**config.mk**
```make
export PLATFORM = sky130hd
export DESIGN_NAME = logic_unit_arbiter
export DESIGN_NICKNAME = d
export VERILOG_FILES = /design/src/rtl/logic_unit_arbiter.sv
export SDC_FILE = /design/constraint.sdc
export NUM_CORES = 1
export LEC_CHECK = 0
export CAP_MARGIN = 10
export CORE_UTILIZATION = 30
export DETAILED_ROUTE_END_ITERATION = 8
export PLACE_DENSITY_LB_ADDON = 0.2
export SLEW_MARGIN = 20
export SYNTH_ARGS = -nofsm -noshare
export SYNTH_HDL_FRONTEND = slang
export SYNTH_SLANG_ARGS = --single-unit
```
**constraint.sdc**
```tcl
create_clock -name clk -period 3.3 [get_ports clk]
set_input_delay 0.66 -clock clk [delete_from_list [all_inputs] [get_ports clk]]
set_output_delay 0.66 -clock clk [all_outputs]
set_load 0.05 [all_outputs]
```
**src/rtl/logic_unit_arbiter.sv**
```systemverilog
// Round-robin arbiter sharing one bitwise logic unit (OR/AND/XOR/NOR) among NUM_REQ requesters.
// Define LOGIC_ARB_BACK2BACK_EN to allow a new grant in the same cycle a result is consumed.
module logic_unit_arbiter #(
    parameter int unsigned NUM_REQ = 2,
    parameter int unsigned WIDTH   = 64,
    parameter int unsigned ID_W    = 2
) (
    input  logic                     clk,
    input  logic                     rst_n,
    input  logic [NUM_REQ-1:0]       req_valid,
    output logic [NUM_REQ-1:0]       req_ready,
    input  logic [NUM_REQ*WIDTH-1:0] req_a,
    input  logic [NUM_REQ*WIDTH-1:0] req_b,
    input  logic [NUM_REQ*2-1:0]     req_op,
    output logic                     resp_valid,
    input  logic                     resp_ready,
    output logic [WIDTH-1:0]         resp_data,
    output logic [ID_W-1:0]          resp_id
);

    localparam int unsigned PTR_W = ID_W + 1;

    localparam logic [1:0] OP_OR  = 2'b00;
    localparam logic [1:0] OP_AND = 2'b01;
    localparam logic [1:0] OP_XOR = 2'b10;
    localparam logic [1:0] OP_NOR = 2'b11;

    typedef enum logic {
        ST_IDLE = 1'b0,
        ST_RESP = 1'b1
    } state_e;

    state_e            state_q, state_d;
    logic [ID_W-1:0]   rr_ptr_q, rr_ptr_d;
    logic [WIDTH-1:0]  resp_data_q, resp_data_d;
    logic [ID_W-1:0]   resp_id_q, resp_id_d;

    logic              arb_en_c;
    logic [NUM_REQ-1:0] gnt_c;
    logic              gnt_any_c;
    logic [ID_W-1:0]   gnt_idx_c;
    logic [WIDTH-1:0]  a_sel_c;
    logic [WIDTH-1:0]  b_sel_c;
    logic [1:0]        op_sel_c;
    logic [WIDTH-1:0]  result_c;

    // Arbitration window; forced closed while reset is asserted so req_ready stays low.
    always_comb begin
        arb_en_c = 1'b0;
        if (rst_n) begin
`ifdef LOGIC_ARB_BACK2BACK_EN
            arb_en_c = (state_q == ST_IDLE) || resp_ready;
`else
            arb_en_c = (state_q == ST_IDLE);
`endif
        end
    end

    // Round-robin scan starting at rr_ptr; first valid requester wins.
    always_comb begin
        logic [PTR_W-1:0] scan;
        logic             found;
        gnt_c     = '0;
        gnt_idx_c = '0;
        found     = 1'b0;
        scan      = '0;
        for (int unsigned k = 0; k < NUM_REQ; k++) begin
            scan = PTR_W'(rr_ptr_q) + PTR_W'(k);
            if (scan >= PTR_W'(NUM_REQ)) begin
                scan = scan - PTR_W'(NUM_REQ);
            end
            for (int unsigned i = 0; i < NUM_REQ; i++) begin
                if (arb_en_c && !found && (scan == PTR_W'(i)) && req_valid[i]) begin
                    gnt_c[i]  = 1'b1;
                    gnt_idx_c = ID_W'(i);
                    found     = 1'b1;
                end
            end
        end
        gnt_any_c = found;
    end

    // Operand mux driven by the one-hot grant so non-granted inputs never propagate.
    always_comb begin
        a_sel_c  = '0;
        b_sel_c  = '0;
        op_sel_c = OP_OR;
        for (int unsigned i = 0; i < NUM_REQ; i++) begin
            if (gnt_c[i]) begin
                a_sel_c  = req_a[i*WIDTH +: WIDTH];
                b_sel_c  = req_b[i*WIDTH +: WIDTH];
                op_sel_c = req_op[i*2 +: 2];
            end
        end
    end

    // Shared bitwise logic unit.
    always_comb begin
        result_c = '0;
        case (op_sel_c)
            OP_OR:   result_c = a_sel_c | b_sel_c;
            OP_AND:  result_c = a_sel_c & b_sel_c;
            OP_XOR:  result_c = a_sel_c ^ b_sel_c;
            OP_NOR:  result_c = ~(a_sel_c | b_sel_c);
            default: result_c = '0;
        endcase
    end

    // State register.
    always_ff @(posedge clk or negedge rst_n) begin
        if (!rst_n) begin
            state_q <= ST_IDLE;
        end else begin
            state_q <= state_d;
        end
    end

    // Next-state logic; a grant in RESP only occurs when back-to-back mode is built in.
    always_comb begin
        state_d = state_q;
        case (state_q)
            ST_IDLE: begin
                if (gnt_any_c) begin
                    state_d = ST_RESP;
                end
            end
            ST_RESP: begin
                if (resp_ready) begin
                    state_d = gnt_any_c ? ST_RESP : ST_IDLE;
                end
            end
            default: state_d = ST_IDLE;
        endcase
    end

    // Result, owner id and round-robin pointer update on a handshake only.
    always_comb begin
        rr_ptr_d    = rr_ptr_q;
        resp_data_d = resp_data_q;
        resp_id_d   = resp_id_q;
        if (gnt_any_c) begin
            resp_data_d = result_c;
            resp_id_d   = gnt_idx_c;
            rr_ptr_d    = (gnt_idx_c == ID_W'(NUM_REQ - 1)) ? '0 : gnt_idx_c + ID_W'(1);
        end
    end

    always_ff @(posedge clk or negedge rst_n) begin
        if (!rst_n) begin
            rr_ptr_q    <= '0;
            resp_data_q <= '0;
            resp_id_q   <= '0;
        end else begin
            rr_ptr_q    <= rr_ptr_d;
            resp_data_q <= resp_data_d;
            resp_id_q   <= resp_id_d;
        end
    end

    // Outputs.
    always_comb begin
        req_ready  = gnt_c;
        resp_valid = (state_q == ST_RESP);
        resp_data  = resp_data_q;
        resp_id    = resp_id_q;
    end

endmodule

```
# Yosys cells after proc, flatten, opt, wreduce, memory -nomap -nowiden
# Index checks and enable logic that the tools add are counted.
# op_classes
addsub	4
mul	0
div_mod_pow	0
magnitude_cmp	2
n_eq_ne	6
shifts	0
mux	24
bitwise_logic	5
n_reduce_logical	17
# ops
cell	count
$mux W64	4
$pmux W64 S4	1
$and A64 B64 Y64	1
$not A64 Y64	1
$or A64 B64 Y64	1
$xor A64 B64 Y64	1
$logic_and A1 B1 Y1	11
$mux W1	11
$mux W2	5
$eq A3 B1 Y1 const B	2
$logic_not A3 Y1	2
$mux W3	2
$eq A2 B1 Y1 const B	2
$eq A2 B2 Y1 const B	2
$add A2 B1 Y3 const B	1
$ge A3 B2 Y1 const B	1
$logic_not A1 Y1	3
$sub A2 B2 Y3 const B	1
$sub A3 B2 Y3 const B	1
$add A2 B1 Y2 const B	1
$ge A2 B2 Y1 const B	1
$logic_not A2 Y1	1
$pmux W1 S2	1
$not A1 Y1	1
# word_totals
ff_bits	69
latch_bits	0
ram_bits	0
mem_bits_ro	0
inputBits	265
out_inout_bits	69
elab_cells	62
memories	0

# Depth between registers and ports, before layout
# logic_depth
depth_word	25
ltp_mapped	11
mapped_depth_nobuf	8

# Worst setup path before layout
# Ideal clock, no wire load.
# synth_timing
path_kind	input -> register
startpoint	input port rst_n
endpoint	register resp_data_q[40], in the netlist resp_data[40]
setup_time_ns	0.094
t_arrival_ns	2.705
required_ns	3.206
setup_slack_ns	0.501
cell_stages	10
n_path_buf	2
cell_sequence	nor2b_2 > and3_1 > buf_2 > buf_1 > a22o_1 > inv_1 > ha_1 > nand2_1 > o21ai_0 > a221oi_2
# synth_via
word_cells_on_any_way	37
cone_classes	eq/ne: 3; mux: 15; bitwise: 4; reduce/logical: 15
# synth_rtl
element	line_no	text
start: declaration	9	input logic rst_n,
$mux W1 (*)	50	if (rst_n) begin
$logic_and A1 B1 Y1 (2 in a row)	73	if (arb_en_c && !found && (scan == PTR_W'(i)) && req_valid[i]) begin
$mux W1	73	
$logic_not A1 Y1	73	
$logic_and A1 B1 Y1 (3 in a row)	73	
$mux W1	73	
$logic_not A1 Y1	73	
$logic_and A1 B1 Y1 (3 in a row)	73	
$mux W1 (*)	73	
via req_ready[0]	11	output logic [NUM_REQ-1:0] req_ready,
$mux W64 (2 in a row)	89	if (gnt_c[i]) begin
$or A64 B64 Y64	101, 104	
$not A64 Y64	104	OP_NOR: result_c = ~(a_sel_c | b_sel_c);
$pmux W64 S4 (*)	100	case (op_sel_c)
end signal: assignment	155	resp_data_q <= resp_data_d;
end: declaration	35	logic [WIDTH-1:0] resp_data_q, resp_data_d;
# Mark *: on every way through the listed nets, which the timed path passes. The rest lies on a longest branch.
# A chain may end at the register's enable or synchronous reset.

# Worst setup path in the final report
# layout_timing
startpoint	input port req_valid[0]
endpoint	output port req_ready[1]
# layout_via
elab_chain_len	17
word_cells_on_any_way	18
cone_classes	mux: 5; reduce/logical: 13
# layout_rtl
element	line_no	text
start: declaration	10	input logic [NUM_REQ-1:0] req_valid,
$logic_and A1 B1 Y1	73	
$mux W1	73	
$logic_not A1 Y1	73	
$logic_and A1 B1 Y1 (3 in a row)	73	
$mux W1	73	
$logic_not A1 Y1	73	
$logic_and A1 B1 Y1 (3 in a row)	73	
$mux W1	73	
$logic_not A1 Y1	73	
$logic_and A1 B1 Y1 (3 in a row)	73	
$mux W1 (*)	73	
end: declaration	11	
# Mark *: on every way between the ends. The rest lies on a longest branch, timed or not.

==> flow_summary.yaml <==
outcome:
  status: "completed"
clocking:
  cts_setup_buffers: 0
  cts_resized: 0
  cts-root-buf: "clkbuf_16"
  worstSkewPairLatency_ns: 0.33
  htreeDepth: 3
  ctsHoldBuffers: 0
  path_clk_slew_ns: 0.06
  cts_made_buffers: 9
  cts.path.max_buffers: 2
  cts.sinks: 67
  cts_tree: "done"
critical_path:
  r2r_end: "resp_data[52]"
  r2r_cells: 9
  critPathRequiredTime_ns: 2.64
  crit_fanout: 28
  startpoint: "req_valid[0]"
  path_class: "in -> out"
  worstReg2RegStart: "resp_valid"
  regToRegSetupSlack_ns: 0.82
  critPathLaunchType: "input port"
  crit_end: "req_ready[1]"
  arrival_ns: 2.18
  endpoint_kind: "output pin"
placement:
  place_congestion: 0.783
  dp_slack_ns: 0.223
  io_buffers: 332
  dpl.hpwl_um: 19200
timing:
  fmax_mhz: 352
  fin_ws_ns: 0.461
  max_slew_margin: 0.587
  finalHoldViolations: 0
  worst_pin_slew_ns: 0.618
  timing.setup.tns_ns: 0
  min_period_ns: 2.84
  slew_violations: 0
  period_share: 0.860
  fin_skew_ns: 0.00608
  rsz0062_at_grt: "no"
  setup_viol: 0
drt:
  vias: 7902
  drtPass1Iterations: 4
  wirelength_um: 25900
  postRouteAntennaNets: 0
  drtIter0Drc: 274
  drc_errors: 0
  wire_per_inst_um: 16.8
  via_per_inst: 5.11
pwr:
  p_seq_frac: 0.224
  powerDensity_mw_per_mm2: 481
  combPwrFrac: 0.620
  peakVddDrop_mv: 0.264
  switchingPower_mw: 2.63
  swShare: 0.467
  p_clk_frac: 0.156
  p_int_mw: 3.00
  p_leak_nw: 5.14
grt:
  grt_pass1_vias: 7718
  grt_use_total: 0.195
  grt_pass1_wl_um: 40800
  gr-total-overflow: 0
  grt_max_degree: 94
  antenna_found_initial: 3
flow_run:
  maxCapViolations: 0
final_layout:
  fin_nets: 1604
  fill_cells: 2476
  synthToLayoutAreaGrowth_pct: 51.3
  drive_gt1_frac: 0.0800
synth:
  syn_inst: 924
  synth.distinct_cells: 29
  synth-seq-cells: 67
  syn_avg_cell_area_um2: 8.37
  synth_top_area_cell: "dfrtp_1"
  synth_area_leaders: "dfrtp_1 22%, ha_1 21%, a22o_1 14%"
  syn_nets: 1317
  synth_top_area_share: 0.217
  yosys_warnings: 0
  seq_area_frac_synth: 0.217
  syn_area_mm2: 0.00773
die:
  ioPinCount: 334
  start_util: 0.306
  fp.dieW_um: 163
  rows: 58
  core_area_mm2: 0.0253
  fp.dieH_um: 163
  die-area_mm2: 0.0264
hold_path:
  hold_path_class: "in -> async"
==> power by group through the flow <==
stage | Combinational, mW | Clock [mW] | Sequential [mW]
3_5_place_dp | 3.52 | 0 | 1.28
5_1_grt | 3.75 | 0.939 | 1.30
3_3_place_gp | 3.49 | 0 | 1.27
2_1_floorplan | 1.25 | 0 | 2.23
6_report | 3.49 | 0.879 | 1.26
4_1_cts | 3.53 | 0.910 | 1.27
==> layout by cell type (no fill, tap or decap), drive strengths merged <==
master,instances
nor2,51
a22o,128
nor2b,1
nand2,68
o21ai,52
clkbuf,13
and3,2
buf,28
o22ai,64
diode,2
o31ai,14
ha,128
conb,1
nand2b,1
dfrtp,67
inv,130
a31oi,1
a21oi,79
a22oi,4
o21bai,1
o21a,1
a221oi,50
clkdlybuf4s50,329
==> through the flow <==
| step | utilization | total power, mW | hold WS, ns | instances | area (um^2) |
|---|---|---|---|---|---|
| 2_1_floorplan | - | 3.48 | 0.364 | 924 | 7730 |
| 3_3_place_gp | 0.453 | 4.76 | 0.461 | 1530 | 11500 |
| 3_5_place_dp | 0.453 | 4.79 | 0.467 | 1530 | 11500 |
| 4_1_cts | 0.463 | 5.71 | 0.403 | 1543 | 11700 |
| 5_1_grt | 0.464 | 5.99 | 0.427 | 1545 | 11700 |
| 6_report | 0.464 | 5.64 | 0.388 | 1545 | 11700 |
==> area by class of cell <==
| type | instances | area, um^2 | area share |
|---|---|---|---|
| repair buffers | 357 | 3650 | 0.312 |
| diodes | 2 | 5.00 | 0.000428 |
| flip-flops and latches | 67 | 1680 | 0.143 |
| inverters | 130 | 488 | 0.0417 |
| clock buffers | 13 | 250 | 0.0214 |
| multi-input cells | 646 | 5220 | 0.446 |
| well taps | 330 | 413 | 0.0353 |
==> flip-flops by register name, summed over array words and instances, names as in the netlist <==
register and cells:
resp_data 64, resp_id 1, resp_valid 1, rr_ptr_q 1
==> metal layers <==
layer	GRT usage	part of all wire	vias up
met1	0.230	0.42	3717
li1	-	-	3926
met4	0.0722	0.022	2
met5	0	0.00046	-
met3	0.0410	0.064	35
met2	0.347	0.49	222
==> cell families after synthesis <==
group / Yosys count / share of synthesized area
fa+ha+maj: 128 / 0.207
other cells: 1 / 0.000485
flops: 67 / 0.217
compound gates: 394 / 0.401
buf+inv: 211 / 0.112
simple gates: 123 / 0.0626
==> synthesized netlist by cell type (all sizes together) <==
master  number
inv        130
a22oi        4
a22o       128
o31ai       14
o21bai       1
a31oi        1
ha         128
dfrtp       67
a21oi       79
nand2       68
and3         2
o22ai       64
o21ai       52
a221oi      50
nand2b       1
o21a         1
nor2        51
nor2b        1
conb         1
buf         32
clkbuf      49
==> critical path, cell delays in order <==
cell             delay [ns]
clkdlybuf4s50_1        0.55
nand2b_1               0.15
and3_4                 0.28
buf_4                  0.34
buf_12                 0.18
==> how the worst min path moves through the flow <==
stage	to	from	slack (ns)
after floorplan	resp_data[0]	rst_n	0.36
after global placement	resp_data[39]	resp_data[39]	0.46
after detailed placement	resp_data[32]	resp_data[32]	0.47
after CTS	resp_data[19]	rst_n	0.40
after global routing	resp_data[19]	rst_n	0.43
final	resp_data[19]	rst_n	0.39
Power figures use the tool's default switching activity.
